--- src/rtl/display_pkg.sv ---
// ---------------------------------------------------------------------------
// display_pkg
// Shared definitions for the seven-segment display path: segment codes for
// the active-high common-cathode tubes (bit 7 = segment a ... bit 1 = g,
// bit 0 = dp), special nibble codes the mode blocks may send, source
// indices on the request vector, and the arbiter state type with two small
// helpers.
// ---------------------------------------------------------------------------
package display_pkg;

  localparam logic [7:0] SEG_0     = 8'hFC;
  localparam logic [7:0] SEG_1     = 8'h60;
  localparam logic [7:0] SEG_2     = 8'hDA;
  localparam logic [7:0] SEG_3     = 8'hF2;
  localparam logic [7:0] SEG_4     = 8'h66;
  localparam logic [7:0] SEG_5     = 8'hB6;
  localparam logic [7:0] SEG_6     = 8'hBE;
  localparam logic [7:0] SEG_7     = 8'hE0;
  localparam logic [7:0] SEG_8     = 8'hFE;
  localparam logic [7:0] SEG_9     = 8'hE6;
  localparam logic [7:0] SEG_DASH  = 8'h02;
  localparam logic [7:0] SEG_BLANK = 8'h00;

  localparam logic [3:0] BCD_DASH  = 4'hA;
  localparam logic [3:0] BCD_BLANK = 4'hF;

  localparam int SRC_TIMER     = 0;
  localparam int SRC_COUNTDOWN = 1;
  localparam int SRC_ALERT     = 2;

  typedef enum logic [1:0] {
    ARB_IDLE = 2'd0,
    ARB_OWN0 = 2'd1,
    ARB_OWN1 = 2'd2,
    ARB_OWN2 = 2'd3
  } arbState_t;

  // Owner state for the highest-priority request currently raised, or IDLE
  // when nobody is asking.
  function automatic arbState_t highestReq(input logic [2:0] reqVec);
    if (reqVec[SRC_ALERT])          return ARB_OWN2;
    else if (reqVec[SRC_COUNTDOWN]) return ARB_OWN1;
    else if (reqVec[SRC_TIMER])     return ARB_OWN0;
    else                            return ARB_IDLE;
  endfunction

  // One-hot grant vector corresponding to an arbiter state.
  function automatic logic [2:0] grantOf(input arbState_t st);
    case (st)
      ARB_OWN0: return 3'b001;
      ARB_OWN1: return 3'b010;
      ARB_OWN2: return 3'b100;
      default:  return 3'b000;
    endcase
  endfunction

endpackage

--- src/rtl/seg_decoder.sv ---
// ---------------------------------------------------------------------------
// seg_decoder
// Combinational BCD nibble to seven-segment code. 0-9 map to digits, the
// dash code lights only segment g, everything else is blank.
//   nibble_i   : 4-bit BCD/special code
//   segments_o : 8-bit segment pattern
// ---------------------------------------------------------------------------
module seg_decoder
  import display_pkg::*;
(
  input  logic [3:0] nibble_i,
  output logic [7:0] segments_o
);

  // Pure lookup; the default covers 4'hB..4'hF, including BCD_BLANK.
  always_comb begin
    segments_o = SEG_BLANK;
    case (nibble_i)
      4'd0:     segments_o = SEG_0;
      4'd1:     segments_o = SEG_1;
      4'd2:     segments_o = SEG_2;
      4'd3:     segments_o = SEG_3;
      4'd4:     segments_o = SEG_4;
      4'd5:     segments_o = SEG_5;
      4'd6:     segments_o = SEG_6;
      4'd7:     segments_o = SEG_7;
      4'd8:     segments_o = SEG_8;
      4'd9:     segments_o = SEG_9;
      BCD_DASH: segments_o = SEG_DASH;
      default:  segments_o = SEG_BLANK;
    endcase
  end

endmodule

--- src/rtl/seg_display_arbiter.sv ---
// ---------------------------------------------------------------------------
// seg_display_arbiter
// Shares the 6-digit seven-segment display between the timer (req 0),
// countdown (req 1) and alert (req 2) sources. A fixed-priority arbiter with
// a minimum hold time picks the owner; this block also runs the digit scan
// and the BCD decode, so mode blocks only hand over BCD digits.
//   clk            : system clock
//   reset          : asynchronous, active-low
//   power_state    : 1 = on, 0 = synchronous clear of everything
//   req[2:0]       : request per source, bit 2 highest priority
//   digits0..2     : BCD digits per source, [23:20] leftmost
//   grant[2:0]     : one-hot current owner, 0 = none
//   tub_segments_1 : segment bus for digits 0-3
//   tub_segments_2 : segment bus for digits 4-5
//   tub_select     : one-hot digit enable, 6'b100000 = digit 0
// ---------------------------------------------------------------------------
module seg_display_arbiter
  import display_pkg::*;
#(
  parameter int SCAN_DIV    = 20000,
  parameter int HOLD_CYCLES = 100000000
) (
  input  logic        clk,
  input  logic        reset,
  input  logic        power_state,
  input  logic [2:0]  req,
  input  logic [23:0] digits0,
  input  logic [23:0] digits1,
  input  logic [23:0] digits2,
  output logic [2:0]  grant,
  output logic [7:0]  tub_segments_1,
  output logic [7:0]  tub_segments_2,
  output logic [5:0]  tub_select
);

  localparam int SCAN_W = (SCAN_DIV > 1) ? $clog2(SCAN_DIV) : 1;
  localparam int HOLD_W = (HOLD_CYCLES > 1) ? $clog2(HOLD_CYCLES) : 1;
  localparam logic [SCAN_W-1:0] SCAN_LAST = SCAN_W'(SCAN_DIV - 1);
  localparam logic [HOLD_W-1:0] HOLD_LOAD = HOLD_W'(HOLD_CYCLES - 1);

  arbState_t         state_q, state_d;
  logic [2:0]        grant_q, grant_d;
  logic [HOLD_W-1:0] holdCnt_q, holdCnt_d;
  logic [SCAN_W-1:0] scanCount_q, scanCount_d;
  logic [2:0]        scanIndex_q, scanIndex_d;
  logic [7:0]        seg1_q, seg1_d, seg2_q, seg2_d;
  logic [5:0]        tubSel_q, tubSel_d;

  logic              scanTick;
  logic [2:0]        aboveMask;
  logic [23:0]       srcDigits;
  logic [3:0]        slotNibble;
  logic [7:0]        slotSegments;

  assign scanTick = (scanCount_q == SCAN_LAST);

  // Requests strictly above the current owner. For owner 0 this is 3'b110,
  // owner 1 gives 3'b100, owner 2 (or idle, which never uses it) gives 0.
  assign aboveMask = ~((grant_q << 1) - 3'd1);

  // Grant arbitration: alert preempts at once, a dropped request releases at
  // once, and a higher-priority waiter only takes over after the hold time.
  always_comb begin
    state_d   = state_q;
    holdCnt_d = holdCnt_q;
    if (!power_state) begin
      state_d   = ARB_IDLE;
      holdCnt_d = '0;
    end else if (state_q == ARB_IDLE) begin
      if (|req) begin
        state_d   = highestReq(req);
        holdCnt_d = HOLD_LOAD;
      end
    end else if (req[SRC_ALERT] && state_q != ARB_OWN2) begin
      state_d   = ARB_OWN2;
      holdCnt_d = HOLD_LOAD;
    end else if ((req & grant_q) == 3'b000) begin
      state_d   = highestReq(req);
      holdCnt_d = (|req) ? HOLD_LOAD : '0;
    end else if (holdCnt_q == '0 && (req & aboveMask) != 3'b000) begin
      state_d   = highestReq(req);
      holdCnt_d = HOLD_LOAD;
    end else if (holdCnt_q != '0) begin
      holdCnt_d = holdCnt_q - HOLD_W'(1);
    end
    grant_d = grantOf(state_d);
  end

  // The owner sampled at a scan tick picks the digit source for the whole
  // slot, so a grant change mid-slot never tears the digit being shown.
  always_comb begin
    srcDigits = '0;
    case (grant_q)
      3'b001:  srcDigits = digits0;
      3'b010:  srcDigits = digits1;
      3'b100:  srcDigits = digits2;
      default: srcDigits = '0;
    endcase
    case (scanIndex_q)
      3'd0:    slotNibble = srcDigits[23:20];
      3'd1:    slotNibble = srcDigits[19:16];
      3'd2:    slotNibble = srcDigits[15:12];
      3'd3:    slotNibble = srcDigits[11:8];
      3'd4:    slotNibble = srcDigits[7:4];
      default: slotNibble = srcDigits[3:0];
    endcase
  end

  seg_decoder u_decoder (
    .nibble_i   (slotNibble),
    .segments_o (slotSegments)
  );

  // Scan divider and output registers: outputs load only on the tick edge,
  // with the slot's digit routed to the bus that wires to that tube group.
  always_comb begin
    scanCount_d = scanCount_q + SCAN_W'(1);
    scanIndex_d = scanIndex_q;
    seg1_d      = seg1_q;
    seg2_d      = seg2_q;
    tubSel_d    = tubSel_q;
    if (!power_state) begin
      scanCount_d = '0;
      scanIndex_d = '0;
      seg1_d      = '0;
      seg2_d      = '0;
      tubSel_d    = '0;
    end else if (scanTick) begin
      scanCount_d = '0;
      scanIndex_d = (scanIndex_q == 3'd5) ? 3'd0 : scanIndex_q + 3'd1;
      tubSel_d    = 6'b100000 >> scanIndex_q;
      seg1_d      = '0;
      seg2_d      = '0;
      if (grant_q != 3'b000) begin
        if (scanIndex_q < 3'd4) seg1_d = slotSegments;
        else                    seg2_d = slotSegments;
      end
    end
  end

  // All state clears asynchronously so the tubes go dark the moment reset
  // is asserted, and the scan restarts from digit 0.
  always_ff @(posedge clk or negedge reset) begin
    if (!reset) begin
      state_q     <= ARB_IDLE;
      grant_q     <= '0;
      holdCnt_q   <= '0;
      scanCount_q <= '0;
      scanIndex_q <= '0;
      seg1_q      <= '0;
      seg2_q      <= '0;
      tubSel_q    <= '0;
    end else begin
      state_q     <= state_d;
      grant_q     <= grant_d;
      holdCnt_q   <= holdCnt_d;
      scanCount_q <= scanCount_d;
      scanIndex_q <= scanIndex_d;
      seg1_q      <= seg1_d;
      seg2_q      <= seg2_d;
      tubSel_q    <= tubSel_d;
    end
  end

  assign grant          = grant_q;
  assign tub_segments_1 = seg1_q;
  assign tub_segments_2 = seg2_q;
  assign tub_select     = tubSel_q;

endmodule

--- config.mk ---
export PLATFORM = sky130hd
export DESIGN_NAME = seg_display_arbiter
export DESIGN_NICKNAME = d
export VERILOG_FILES = /design/src/rtl/display_pkg.sv /design/src/rtl/seg_decoder.sv /design/src/rtl/seg_display_arbiter.sv
export SDC_FILE = /design/constraint.sdc
export NUM_CORES = 1
export LEC_CHECK = 0
export BUFFER_PORTS_ARGS = -buffer_cell sky130_fd_sc_hd__buf_2
export CAP_MARGIN = 20
export CORE_MARGIN = 8
export CORE_UTILIZATION = 57
export CTS_BUF_LIST = sky130_fd_sc_hd__clkbuf_4 sky130_fd_sc_hd__clkbuf_8
export DETAILED_ROUTE_END_ITERATION = 6
export HOLD_SLACK_MARGIN = 0.1
export PLACE_DENSITY_LB_ADDON = 0.08
export SLEW_MARGIN = 25
export SYNTH_ARGS = -nofsm -noshare
export SYNTH_HDL_FRONTEND = slang
export SYNTH_SLANG_ARGS = --single-unit
--- constraint.sdc ---
create_clock -name clk -period 3.7 [get_ports clk]
set_clock_uncertainty 0.1 [all_clocks]
set_input_delay 0.37 -clock clk [delete_from_list [all_inputs] [get_ports clk]]
set_output_delay 0.37 -clock clk [all_outputs]
set_load 0.05 [all_outputs]
; ---- After elaboration in Yosys (flattened, before gate mapping)
; Memory sizes are Yosys's and may differ from the RTL's.
; Cells that the tools add are included.
; W data, S select, Z words.
[totals]
register_bits = 72
latchBits = 0
ram_bits = 0
rom_bits = 112
in_bits = 78
out_inout_bits = 25
word_cells = 80
memories = 1
[classes]
add_sub_neg = 4
n_mul = 0
n_div = 0
order_cmp = 1
eq_ne = 16
n_shift = 1
mux = 35
bitwise_logic = 3
n_reduce_logical = 11
[memory_table]
columns = memory, words, word_bits, read_ports, rd_clocked_by_memory_dff, wr, line_no
row1 = (no name shown), 16, 7, 1, 0, 0, seg_decoder.sv:18  ; case (nibble_i)
[op_table]
columns = operator, count
row1 = $mux W27, 8
row2 = $pmux W24 S3, 1
row3 = $mux W8, 8
row4 = $mux W15, 2
row5 = $logic_not A27 Y1, 1
row6 = $reduce_bool A27 Y1, 1
row7 = $sub A27 B1 Y27 const B, 1
row8 = $pmux W4 S5, 1
row9 = $mux W2, 8
row10 = $add A15 B1 Y15 const B, 1
row11 = $eq A15 B15 Y1 const B, 1
row12 = $mux W6, 2
row13 = $eq A3 B2 Y1 const B, 3
row14 = $eq A3 B3 Y1 const B, 3
row15 = $mux W3, 3
row16 = $pmux W3 S3, 1
row17 = $and A3 B3 Y3, 2
row18 = $eq A3 B1 Y1 const B, 2
row19 = $logic_not A3 Y1, 2
row20 = $ne A6 B1 Y1 const B, 1
row21 = $reduce_bool A3 Y1, 2
row22 = $shr A6 B3 Y6 const A, 1
row23 = $eq A2 B2 Y1 const B, 2
row24 = $add A3 B1 Y3 const B, 1
row25 = 12 further kinds, 13

; ---- Longest topological paths before layout
[logic_depth]
ltp_word = 12
depth_mapped = 14
mapped_depth_nobuf = 12

; ---- Modules after synthesis
; From an unflattened synthesis, not the netlist that was laid out.
[hier_totals]
cells_unflattened = 556
hier_area_um2 = 4649.5
[modules_own_cells]
columns = mod, n_inst, cells_per_inst, area_each_um2, seq_area_each_um2
row1 = seg_display_arbiter, 1, 526, 4449.3, 1801.7
row2 = seg_decoder, 1, 30, 200.2, 0.0

; ---- Least setup slack after synthesis
; Ideal clock, no wire load.
[synth_timing]
kind = reg2reg
startpoint = register grant_q[1], in the netlist grant[1]
endpoint = register seg1_q[3], in the netlist tub_segments_1[3]
setup_ns = 0.126
t_arrival_ns = 2.924
required_time_ns = 3.474
setup_slack_ns = 0.550
stages_incl_launch_ff = 13
n_path_buf = 2
synth_period_minus_slack_ns = 3.150
path_cell_list = dfrtp_1 -> ha_1 -> clkbuf_1 -> clkbuf_1 -> a22oi_1 -> o211ai_1 -> a31oi_1 -> o221ai_1 -> inv_1 -> ha_1 -> nand2_1 -> o21ai_0 -> a221o_1
[synth_via]
elab_chain_cells = 8
word_cells_on_any_way = 11
cone_classes = eq/ne (3) / mux (6) / reduce/logical (1) / memory (1)
[synth_rtl]
columns = item, line_no
row1 = from (decl), seg_display_arbiter.sv:42  ; logic [2:0] grant_q, grant_d;
row2 = from (signal assigned), seg_display_arbiter.sv:155  ; grant_q <= grant_d;
row3 = "$eq A3 B3 Y1, or another cell as far along", seg_display_arbiter.sv:93  ; case (grant_q)
row4 = $pmux W24 S3, seg_display_arbiter.sv:93
row5 = $pmux W4 S5, seg_display_arbiter.sv:99  ; case (scanIndex_q)
row6 = $mem_v2 Z16 W7, n/a
row7 = $mux W8, seg_display_arbiter.sv:135  ; if (scanIndex_q < 3'd4) seg1_d = slotSegments;
row8 = $mux W8 (*), seg_display_arbiter.sv:134  ; if (grant_q != 3'b000) begin
row9 = $mux W8 (*), seg_display_arbiter.sv:128  ; end else if (scanTick) begin
row10 = $mux W8 (*), seg_display_arbiter.sv:122  ; if (!power_state) begin
row11 = to (signal assigned), seg_display_arbiter.sv:159  ; seg1_q <= seg1_d;
row12 = to (decl), seg_display_arbiter.sv:46  ; logic [7:0] seg1_q, seg1_d, seg2_q, seg2_d;
; Every way passes the cells marked *; elsewhere a longest branch is shown, timed or not. The select of a mux whose other input is x is not followed.
; A chain may end at the register's enable or synchronous reset.

; ---- Worst setup path in the final report
; Ends and elaborated chain as after synthesis.

==> results.py <==
metrics = {
    "setup_path": {
        "path_delay_family": "compound AO/OA/AOI/OAI gates",
        "slowest_stage": "ha_1",
        "critPathKind": "reg2reg",
        "reg2reg_depth": 11,
        "reg2reg_from": "grant[1]",
        "cp_data_required_time_ps": 3840,
        "reg2reg_to": "tub_segments_1[3]",
        "worstSetupPathDepth": 11,
        "critPathLaunchType": "flop",
        "path_buf_inv": 2,
        "crit_path_start": "grant[1]",
        "endpoint": "tub_segments_1[3]",
        "reg2reg_slack_ps": 300,
        "slowest_delay_ps": 730,
        "cp_cell_sequence": "inv_1, ha_1, a22oi_1, o211ai_1, a31oi_1, o221ai_1, inv_1, ha_1, nand2_1, o21ai_0, a221o_1",
        "arrival_ps": 3540,
        "cp_max_fo": 25,
        "setup.worst_path.end_class": "flop",
    },
    "floorplanning": {
        "dieArea_um2": 11200,
        "start_util_pct": 59.3,
        "floorplan.core_area_um2": 7770,
        "die_w_um": 106,
        "ioPinCount": 103,
        "die_y_um": 106,
        "rows": 32,
    },
    "synthesis": {
        "yosysWarnings": 0,
        "ys_ff_latch": 70,
        "synth_area_leader_cell": "dfrtp_1",
        "synth_edf_count": 0,
        "synthArstFlopShare_pct": 100,
        "ys.flop_type": "dfrtp_1",
        "synthCells": 549,
        "synth_area_um2": 4610,
        "synth_area_leaders": "dfrtp_1, nor2_1, o21ai_0, a21oi_1, nand2_1",
        "yosys.cell_types.count": 67,
        "yosysTopAreaCellShare_pct": 38.0,
        "syn_avg_cell_area_um2": 8.39,
        "ys_seq_area_share_pct": 38.0,
    },
    "clock_tree": {
        "root_buffer": "clkbuf_8",
        "path_clk_slew_ps": 90,
        "cts_made_buffers": 9,
        "cts_sinks": 70,
        "h-tree-depth": 3,
        "insertion_delay_ps": 350,
        "cts_tree": "done",
        "clockBufferDepth": 2,
    },
    "detailed_routing": {
        "final_antenna_net_count": 0,
        "routed_via_density": 6.30,
        "routed_wl_mm": 13.0,
        "drc": 0,
        "post_drt_wl_per_cell_um": 17.4,
        "vias": 4695,
        "firstDrtPassIters": 5,
        "drt-initial-drc-count": 368,
    },
    "timing": {
        "worst_hold_slack_ps": 255,
        "slew_viol_final": 0,
        "fin_crit_ps": 3400,
        "max_freq_mhz": 294,
        "post-route-period-util_pct": 91.9,
        "relSlewSlack_pct": 35.4,
        "setup_slack_ps": 299,
        "tightest_slew_ps": 960,
        "tns_ps": 0,
        "rsz0062_at_grt": "no",
        "finalSetupViolCount": 0,
        "hold_viol": 0,
    },
    "grt": {
        "grt_pass1_wl_mm": 21.5,
        "grt_max_degree": 43,
        "grt_antenna_before_repair": 0,
        "grt_remaining_overflow": 0,
        "grt_usage_pct": 23.0,
        "first_global_vias": 4618,
    },
    "power_and_ir_drop": {
        "vdd.ir_drop.worst_uv": 209,
        "seqPwrFrac_pct": 47.9,
        "p_comb_share_pct": 16.8,
        "p_sw_share_pct": 32.6,
        "power.density_nw_per_um2": 323,
        "p_leak_nw": 2.40,
        "p_int_mw": 1.17,
        "p_switching_mw": 0.563,
        "power_frac_clock_pct": 35.3,
    },
    "placement": {
        "dpl_worst_slack_ps": 372,
        "place_congestion": 0.893,
        "portBuffers": 100,
        "placed_cells": 728,
        "dp_hpwl_mm": 9.79,
        "placed_area_um2": 5160,
    },
    "run": {
        "drv_cap": 0,
    },
    "final_layout": {
        "insertedDiodeCount": 0,
        "drive_gt1_share_pct": 21.2,
        "area_growth_pct": 16.3,
        "fin_cells": 745,
        "fin_area_um2": 5360,
        "final_common_cell": "buf_2",
        "mostFrequentLayoutCells": "buf_2, nor2_1, dfrtp_1, nand2_1, o21ai_0",
        "final_nets": 728,
    },
    "status": {
        "status": "finished clean",
    },
    "min_path": {
        "hp-start": "req[1]",
        "hold_class": "in2reg",
    },
}
-- worst reg2reg max path, delay by kind of cell, from the launching register on --
family,cells,cell delay [ps]
AOI/OAI and AO/OA,6,1430
adders and majority gates,2,960
DFF,1,430
buffers and inverters,2,270
and+or+nand+nor,1,100
-- cell type report --
class / instances / area, um2
clock buffer: 9 / 124
clock inverter: 7 / 63.8
fill: 659 / 2410
inverter: 22 / 82.6
multi-input combinational: 424 / 2620
sequential: 70 / 1750
tap: 102 / 128
timing repair buffer: 111 / 588
-- cells by family after synthesis --
family                   Yosys count  share of synthesized area (%)
AND/OR/NAND/NOR                  218                           23.1
AO/OA/AOI/OAI                    171                           26.2
flip-flops                        70                           38.0
buffers and inverters             56                           5.19
XOR/XNOR                          15                           2.85
adder cells (fa/ha/maj)           13                           3.48
multiplexers                       5                           1.09
other                              1                         0.0814
-- power groups by stage --
stage / Sequential [mW] / Combinational [mW] / Clock [mW]
6_report: 0.827 / 0.291 / 0.611
5_1_grt: 0.832 / 0.321 / 0.649
4_1_cts: 0.826 / 0.288 / 0.618
3_5_place_dp: 0.841 / 0.287 / 0
3_3_place_gp: 0.840 / 0.277 / 0
2_1_floorplan: 0.837 / 0.178 / 0
-- how the worst min path moves through the flow --
| stage | cells after the start | slack [ps] | endpoint |
|---|---|---|---|
| detailed placement | 1 | 390 | tub_segments_1[1] |
| global route | 2 | 270 | state_q[0] |
| finish | 3 | 250 | state_q[1] |
| CTS | 2 | 240 | grant[0] |
| floorplan | 0 | -30 | grant[0] |
| global placement | 1 | 390 | holdCnt_q[6] |
-- routing by layer --
metal,up-vias,part of all wire (%),track usage (%)
li1,2220,-,-
met1,2238,42,28.7
met2,206,50,38.5
met3,31,6.2,3.86
met4,0,2.2,9.85
met5,-,0,0
-- cell usage after synthesis (7+ instances only) --
cell	instances
inv_1	21
nor2_1	77
nor4_1	8
a311oi_1	7
o2bb2ai_1	7
nand2b_1	7
dfrtp_1	70
nand3_1	19
a21oi_1	32
ha_1	12
nand2_1	42
nor3_1	15
a31oi_1	7
nand4_1	8
xor2_1	8
a221o_1	9
a22oi_1	18
clkbuf_1	26
o21ai_0	34
a22o_1	7
xnor2_1	7
-- sequential cells by signal (all words and copies together), names as in the netlist --
name and cells:
tub_segments_1 7, tub_select 6, state_q 2, scanIndex_q 3, holdCnt_q 27, tub_segments_2 7, scanCount_q 15, grant 3
-- what timing repair did --
action / CTS / global route
setup endpoints to repair: 0 / 0
hold buffers: 1 / 0
gates resized for setup: 0 / 0
endpoints found under the hold margin: 41 / 0
setup buffers: 0 / 0
-- stage by stage --
| stage | utilization, % | total power [mW] |
|---|---|---|
| finish | 69.0 | 1.73 |
| global route | 69.0 | 1.80 |
| CTS | 69.0 | 1.73 |
| detailed placement | 66.4 | 1.13 |
| global placement | 66.4 | 1.12 |
| floorplan | - | 1.02 |
Power figures use the tool's default switching activity.
